**config.mk**
```make
export PLATFORM = sky130hd
export DESIGN_NAME = m2_bank_writer
export DESIGN_NICKNAME = d
export VERILOG_FILES = /design/src/rtl/m2_mem_pkg.sv /design/src/rtl/m2_rr_arbiter.sv /design/src/rtl/m2_bank_writer.sv
export SDC_FILE = /design/constraint.sdc
export NUM_CORES = 1
export LEC_CHECK = 0
export CAP_MARGIN = 20
export CORE_ASPECT_RATIO = 1.2
export CORE_MARGIN = 2
export CORE_UTILIZATION = 25
export CTS_CLUSTER_DIAMETER = 40
export DETAILED_ROUTE_END_ITERATION = 10
export HOLD_SLACK_MARGIN = 0.03
export PLACE_DENSITY = 0.57
export REMOVE_ABC_BUFFERS = 1
export SLEW_MARGIN = 20
export SYNTH_ARGS = -nofsm -noshare
export SYNTH_HDL_FRONTEND = slang
export SYNTH_SLANG_ARGS = --single-unit
```
**constraint.sdc**
```tcl
create_clock -name clk -period 3.7 [get_ports clk]
set_clock_uncertainty 0.05 [all_clocks]
set_input_delay 0.37 -clock clk [delete_from_list [all_inputs] [get_ports clk]]
set_output_delay 0.37 -clock clk [all_outputs]
set_load 0.01 [all_outputs]
```
**src/rtl/m2_mem_pkg.sv**
```systemverilog
// Shared constants and types for the M2 ping-pong telemetry memory write path.
package m2_mem_pkg;

  localparam int unsigned M2_DEPTH = 256;
  localparam int unsigned M2_DW    = 12;
  localparam int unsigned M2_AW    = 8;
  localparam int unsigned M2_CW    = M2_AW + 1;

  localparam logic BANK0 = 1'b0;
  localparam logic BANK1 = 1'b1;

  typedef enum logic {
    FILL = 1'b0,
    FULL = 1'b1
  } wr_state_e;

endpackage

```
**src/rtl/m2_rr_arbiter.sv**
```systemverilog
// Request arbiter for the M2 bank writer: round-robin by default, fixed
// lowest-index priority when M2BW_PRIORITY_EN is defined.
module m2_rr_arbiter #(
  parameter int unsigned NCH = 4,
  localparam int unsigned IW = $clog2(NCH)
) (
`ifndef M2BW_PRIORITY_EN
  input  logic           clk,
  input  logic           reset,
`endif
  input  logic           en,
  input  logic [NCH-1:0] req,
  input  logic [NCH-1:0] mask,
  output logic [NCH-1:0] gnt,
  output logic [IW-1:0]  idx,
  output logic           valid
);

  logic [NCH-1:0] cand;
  logic           found;

  // A source whose ack is still in flight must not win again.
  assign cand  = req & ~mask;
  assign valid = en & found;

  always_comb begin
    gnt = '0;
    if (valid) gnt[idx] = 1'b1;
  end

`ifdef M2BW_PRIORITY_EN

  always_comb begin
    found = 1'b0;
    idx   = '0;
    for (int unsigned i = 0; i < NCH; i++) begin
      if (!found && cand[i]) begin
        found = 1'b1;
        idx   = IW'(i);
      end
    end
  end

`else

  logic [IW-1:0] rr_ptr;
  logic [IW-1:0] cur;

  function automatic logic [IW-1:0] next_idx(input logic [IW-1:0] v);
    return (v == IW'(NCH - 1)) ? '0 : v + 1'b1;
  endfunction

  // Scan all channels starting at rr_ptr, wrapping modulo NCH.
  always_comb begin
    found = 1'b0;
    idx   = '0;
    cur   = rr_ptr;
    for (int unsigned i = 0; i < NCH; i++) begin
      if (!found && cand[cur]) begin
        found = 1'b1;
        idx   = cur;
      end
      cur = next_idx(cur);
    end
  end

  always_ff @(posedge clk or negedge reset) begin
    if (!reset) begin
      rr_ptr <= '0;
    end else if (valid) begin
      rr_ptr <= next_idx(idx);
    end
  end

`endif

endmodule

```
**src/rtl/m2_bank_writer.sv**
```systemverilog
// Write-side controller for the M2 ping-pong telemetry memory: fills the bank
// the generator is not reading. Optional macro: M2BW_PRIORITY_EN.
module m2_bank_writer
  import m2_mem_pkg::*;
#(
  parameter int unsigned NCH   = 4,
  parameter int unsigned DEPTH = M2_DEPTH,
  parameter int unsigned DW    = M2_DW
) (
  input  logic              clk,
  input  logic              reset,
  input  logic              iSwitch,
  input  logic [NCH-1:0]    iReq,
  input  logic [NCH*DW-1:0] iData,
  output logic [NCH-1:0]    oAck,
  output logic              oWrEn,
  output logic [M2_CW-1:0]  oWrAddr,
  output logic [DW-1:0]     oWrData,
  output logic              oFull,
  output logic              oOverrun,
  output logic              oUnderrun,
  output logic [M2_CW-1:0]  oFillCnt
);

  localparam int unsigned IW = $clog2(NCH);

  wr_state_e        state;
  logic             wr_bank;
  logic             sw_prev;
  logic [M2_CW-1:0] ptr;
  logic             swap;
  logic             arb_en;
  logic [NCH-1:0]   gnt;
  logic [IW-1:0]    gnt_idx;
  logic             gnt_valid;

  assign swap     = iSwitch ^ sw_prev;
  assign arb_en   = (state == FILL) && !swap;
  assign oFillCnt = ptr;

  // oAck is exactly the previous cycle's grant, so it doubles as the mask.
  m2_rr_arbiter #(.NCH(NCH)) u_arb (
`ifndef M2BW_PRIORITY_EN
    .clk   (clk),
    .reset (reset),
`endif
    .en    (arb_en),
    .req   (iReq),
    .mask  (oAck),
    .gnt   (gnt),
    .idx   (gnt_idx),
    .valid (gnt_valid)
  );

  always_ff @(posedge clk or negedge reset) begin
    if (!reset) begin
      state     <= FILL;
      wr_bank   <= BANK1;
      sw_prev   <= 1'b0;
      ptr       <= '0;
      oAck      <= '0;
      oWrEn     <= 1'b0;
      oWrAddr   <= '0;
      oWrData   <= '0;
      oFull     <= 1'b0;
      oOverrun  <= 1'b0;
      oUnderrun <= 1'b0;
    end else begin
      sw_prev <= iSwitch;
      oAck    <= '0;
      oWrEn   <= 1'b0;
      if (swap) begin
        // Generator changed banks: restart the fill in the bank it just left.
        state   <= FILL;
        ptr     <= '0;
        wr_bank <= ~iSwitch;
        oFull   <= 1'b0;
        if (ptr != M2_CW'(DEPTH)) oUnderrun <= 1'b1;
      end else if (state == FILL) begin
        if (gnt_valid) begin
          oAck    <= gnt;
          oWrEn   <= 1'b1;
          oWrAddr <= {wr_bank, ptr[M2_AW-1:0]};
          oWrData <= iData[gnt_idx*DW +: DW];
          ptr     <= ptr + 1'b1;
          if (ptr == M2_CW'(DEPTH - 1)) begin
            state <= FULL;
            oFull <= 1'b1;
          end
        end
      end else begin
        if (|iReq) oOverrun <= 1'b1;
      end
    end
  end

endmodule

```
Word level (Yosys, flattened, before mapping)
Cells that the tools add are included.
- bits in registers: 43
- output and inout port bits: 38
- eq/ne operators: 7
- shifts and indexed selects: 1
- mux-type cells: 39
- magnitude comparators: 6
- multiply operators: 1
- reduce and logical (&&, ||, !) cells: 17
- $add $sub $neg: 5
- bitwise operators: 7
- operators with widths (operator ; number):
    48-bit by 7-bit indexed part select with 12-bit output ; 1
    9-bit two-way mux ; 3
    1-bit two-way mux ; 20
    2-bit two-way mux ; 8
    2-bit by 3-bit < comparator with 1-bit output, second input constant ; 5
    4-bit two-way mux ; 3
    9-bit by 1-bit adder with 9-bit output, second input constant ; 1
    9-bit by 8-bit equality test with 1-bit output, second input constant ; 1
    9-bit != test, second input constant ; 1
    3-bit AND reduction ; 3
    2-bit by 1-bit adder with 2-bit output, second input constant ; 4
    1-bit binary-select mux with 2-bit select ; 4
    2-bit equality test, second input constant ; 4
    1-bit logical AND ; 5
    4-bit bitwise AND ; 1
    1-bit zero test ; 4
    2-bit by 2-bit multiplier with 4-bit output, second input constant ; 1
    4-bit inverter ; 1
    2-bit AND reduction ; 2
    2-bit nonzero test ; 2
    4-bit OR reduction ; 1
    1-bit inverter ; 3
    1-bit demux with 2-bit select ; 1
    2-bit by 1-bit greater-or-equal comparator with 1-bit output, second input constant ; 1
    3 further kinds ; 3

Depth between registers and ports, before layout
- word-level depth: 21
- mapped depth: 11

Modules after synthesis
Synthesis repeated with hierarchy kept, for this count alone.
- cells, all modules: 212
- area total of the unflattened synthesis: 2563.7 µm²
- by module, submodules not included (module ; times used ; area an instance (µm²) ; sequential area each (µm²) ; cells each):
    m2_bank_writer ; 1 ; 2031.9 ; 1027.2 ; 143
    m2_rr_arbiter ; 1 ; 531.8 ; 50.0 ; 69

Worst setup path after synthesis
OpenSTA, ideal clock, no wires.
- kind: reg2reg
- from: register u_arb.rr_ptr[1]
- to: register oWrData[7]
- setup slack: 0.865 ns
- arrival: 2.659 ns
- stages on the path, launching flop included: 10
- data required time: 3.524 ns
- cell sequence: dfrtp_1 -> ha_1 -> clkbuf_1 -> nand2b_1 -> o221ai_1 -> nand2_1 -> a211oi_4 -> buf_2 -> mux2_2 -> a221o_1
- cells in the longest elaborated chain, start to end: 14
- elaborated cells on any way between the ends: 35
- those cells by class: add/sub: 3; mul: 1; eq/ne: 3; shift: 1; mux: 19; bitwise: 1; reduce/logical: 7
- RTL lines (what ; RTL line ; text):
    start, declared ; m2_rr_arbiter.sv:46 ; logic [IW-1:0] rr_ptr;
    start signal, assigned ; m2_rr_arbiter.sv:71 ; rr_ptr <= next_idx(idx);
    branches (longest 14 deep; another with 2-bit by 2-bit multiplier with 4-bit output) ; - ;
    end signal, assigned ; m2_bank_writer.sv:84 ; oWrData <= iData[gnt_idx*DW +: DW];
    end, declared ; m2_bank_writer.sv:18 ; output logic [DW-1:0] oWrData,
Parallel ways; which one is timed is not known. The select of a mux whose other input is x is not followed.
A chain may end at the register's enable or synchronous reset.

Worst setup path in the final report
- from: input iReq[3]
- to: register oWrData[0]
- cells in the longest elaborated chain, start to end: 15
- elaborated cells on any way between the ends: 27
- those cells by class: mul: 1; shift: 1; mux: 16; bitwise: 2; reduce/logical: 7
- RTL lines (what ; RTL line ; text):
    start, declared ; m2_bank_writer.sv:13 ; input logic [NCH-1:0] iReq,
    4-bit bitwise AND * ; m2_rr_arbiter.sv:23 ; assign cand = req & ~mask;
    1-bit binary-select mux with 2-bit select ; m2_rr_arbiter.sv:59 ; if (!found && cand[cur]) begin
    1-bit two-way mux (implied by the code) ; m2_rr_arbiter.sv:59 ;
    1-bit two-way mux ; m2_rr_arbiter.sv:59 ;
    1-bit zero test ; m2_rr_arbiter.sv:59 ;
    1-bit logical AND ; m2_rr_arbiter.sv:59 ;
    1-bit two-way mux ; m2_rr_arbiter.sv:59 ;
    1-bit zero test ; m2_rr_arbiter.sv:59 ;
    1-bit logical AND ; m2_rr_arbiter.sv:59 ;
    1-bit two-way mux ; m2_rr_arbiter.sv:59 ;
    1-bit zero test ; m2_rr_arbiter.sv:59 ;
    1-bit logical AND ; m2_rr_arbiter.sv:59 ;
    2-bit two-way mux or 1-bit two-way mux (tied branches) ; m2_rr_arbiter.sv:59 ;
    2-bit by 2-bit multiplier with 4-bit output or 1-bit bitwise AND (tied branches) ; m2_bank_writer.sv:84, m2_rr_arbiter.sv:24 ;
    48-bit by 7-bit indexed part select with 12-bit output or 3-bit AND reduction (tied branches) ; - ;
Mark *: on every way between the ends. The rest lies on a longest branch, timed or not. The select of a mux whose other input is x is not followed.

==> reports/metrics.cfg <==
[critical_path]
start_kind = primary input
end_kind = register
path_class = primary input to register
critical_path.max_fanout = 12
cp_data_arrival_time_ns = 3.26
r2r-start = u_arb.rr_ptr[0]
rrSetupSlack_ns = 0.57
crit_start = iReq[3]
required_ns = 3.82

[synth]
seq_area_frac_synth_pct = 44.43
ys_types = 48
ys_seq_elements = 43
yosys-top-cells-area = dfrtp_1, mux2_1, a221o_1, nand2_1, mux2_2
yosysWarnings = 0
ys_dominant_reg_cell = dfrtp_1
async_flop_share_pct = 100.0
syn_inst = 238
syn_area_per_cell_um2 = 10.19
synth_top_cell_area_share_pct = 43.34
yosysTopAreaCell = dfrtp_1
synth_edf_count = 0
synth_area_mm2 = 0.002425

[cts]
cts_tree = built
cts.path.max_buffers = 2
cts_sinks = 43
cts_htree_levels = 2
cts-resized-gates = 0
path_clk_slew_ns = 0.07
numCtsBuffers = 5
ctsHoldBuffers = 0
postCtsSetupRepairBufs = 0
clock_latency_ns = 0.28
cts-root-buf = clkbuf_16

[floorplan]
initial_core_util_pct = 25.61
core-area_mm2 = 0.009467
die_height_um = 111.9
die_area_mm2 = 0.01051
die_x_um = 93.91
io_pins = 93
num_rows = 39

[cells_and_area]
fin_util_pct = 37.99
syn2layout_area_growth_pct = 48.30
final_common_cell = clkdlybuf4s50_1
diodes = 0
mostFrequentLayoutCells = clkdlybuf4s50_1, dfrtp_1, nand2_1
drive_gt1_share_pct = 10.43
fin_cells = 449
final_nets = 385
final_cell_area_mm2 = 0.003596

[route]
drtIter0Drc = 125
drc = 0
wl_met2_um = 3716
wl_met1_um = 2847
top_layer = met4
vias = 2096
wl_per_cell_um = 15.37
wl_met3_um = 250
wirelength_um = 6901
viasPerCell = 4.668
drt_first_pass_iters = 4
ant_nets = 0

[place]
place_worst_setup_slack_ns = 0.2378
portBuffers = 92
dp_hpwl_um = 5274
gp_congestion = 0.7619
place_area_mm2 = 0.003441
placedCellCount = 441

[sta]
min_period_over_period_pct = 84.89
worst_pin_slew_ns = 0.9639
fmax_mhz = 318.4
slew_headroom_pct = 35.74
setup_viol_count_final = 0
whs_ns = 0.1848
rsz0062_at_grt = false
final_hold_viol_count = 0
period_needed_ns = 3.141
setup_slack_ns = 0.5592
fin_tns_setup_ns = 0
slew_violations = 0

[power_and_ir_drop]
peakVddDrop_uv = 342.8
power_density_mw_per_mm2 = 769.4
p_leak_nw = 1.495
power_mw = 2.767

[min_path]
holdCritPathClass = primary input to async pin

[grt]
grt_max_degree = 44
grt_usage_pct = 13.55
grt_pass1_vias = 2150
overflow = 0
grt_pass1_wl_um = 11160
antenna_found_initial = 0

[flow_run]
maxCapViolCount = 0

[run_status]
status = completed

[layer usage]
| metal | up-vias | track usage, % |
|---|---|---|
| li1 | 1023 | - |
| met1 | 1028 | 16.32 |
| met2 | 39 | 23.81 |
| met3 | 6 | 3.045 |
| met4 | 0 | 4.155 |
| met5 | - | 0 |
[critical path: stages]
cell and delay (ns):
clkdlybuf4s50_1 0.41, nor2b_1 0.22, a31o_2 0.32, a311oi_4 0.48, nor3_1 0.12, nor2_2 0.38
inv_2 0.21, and2_1 0.36, a221o_1 0.39
[state kept, by name, indices dropped and copies added (netlist names)]
register	count
oUnderrun	1
oAck	4
oWrData	12
state	1
oOverrun	1
oWrAddr	9
sw_prev	1
oWrEn	1
oFillCnt	9
oFull	1
u_arb.rr_ptr	2
wr_bank	1
[power by group]
group	leakage [nW]	switching [mW]	internal (mW)	total (mW)
clock network	0.0731	0.186	0.270	0.456
logic	0.868	0.798	0.795	1.59
registers	0.554	0.103	0.614	0.718
total	1.50	1.09	1.68	2.77
[worst paths after layout]
| path | to | cells after the start |
|---|---|---|
| max | oWrData[0] | 9 |
| min | oWrData[1] | 1 |
| max reg2reg | oWrData[0] | 8 |
| min reg2reg | oUnderrun | 1 |
| max in group asynchronous | oWrAddr[6] | 1 |
| min in group clk | oUnderrun | 1 |
[logic make-up (layout without fill, tap and decap cells)]
logic type | count (synthesis) | count (layout) | share of synthesized area [%]
DFF | 43 | 43 | 44.43
buffers and inverters | 23 | 111 | 4.386
AOI/OAI and AO/OA | 46 | 46 | 16.05
adders and majority gates | 6 | 6 | 2.993
xor gates and xnor gates | 6 | 6 | 2.167
and+or+nand+nor | 88 | 88 | 18.01
muxes | 26 | 26 | 11.97
[layout make-up]
cell class	instances	area, µm²
Multi-Input combinational cell	172	1241
Fill cell	962	5871
Timing Repair Buffer	95	938.4
Clock buffer	6	138.9
Tap cell	123	153.9
Clock inverter	2	16.27
Inverter	8	30.03
Sequential cell	43	1077
[synth_stat cells (all sizes together) (2+ instances only)]
cell type	instances
o21ai	5
a2111oi	2
dfrtp	42
clkbuf	9
nand2b	4
nor4	2
and3	2
mux2	24
or2	2
a21oi	8
nand3	3
buf	6
a221o	12
a31o	5
ha	5
a211oi	6
mux2i	2
and2	14
nor2	15
nand2	32
xnor2	5
nor3	5
nor2b	3
inv	8
(Power assumes the default switching activity.)
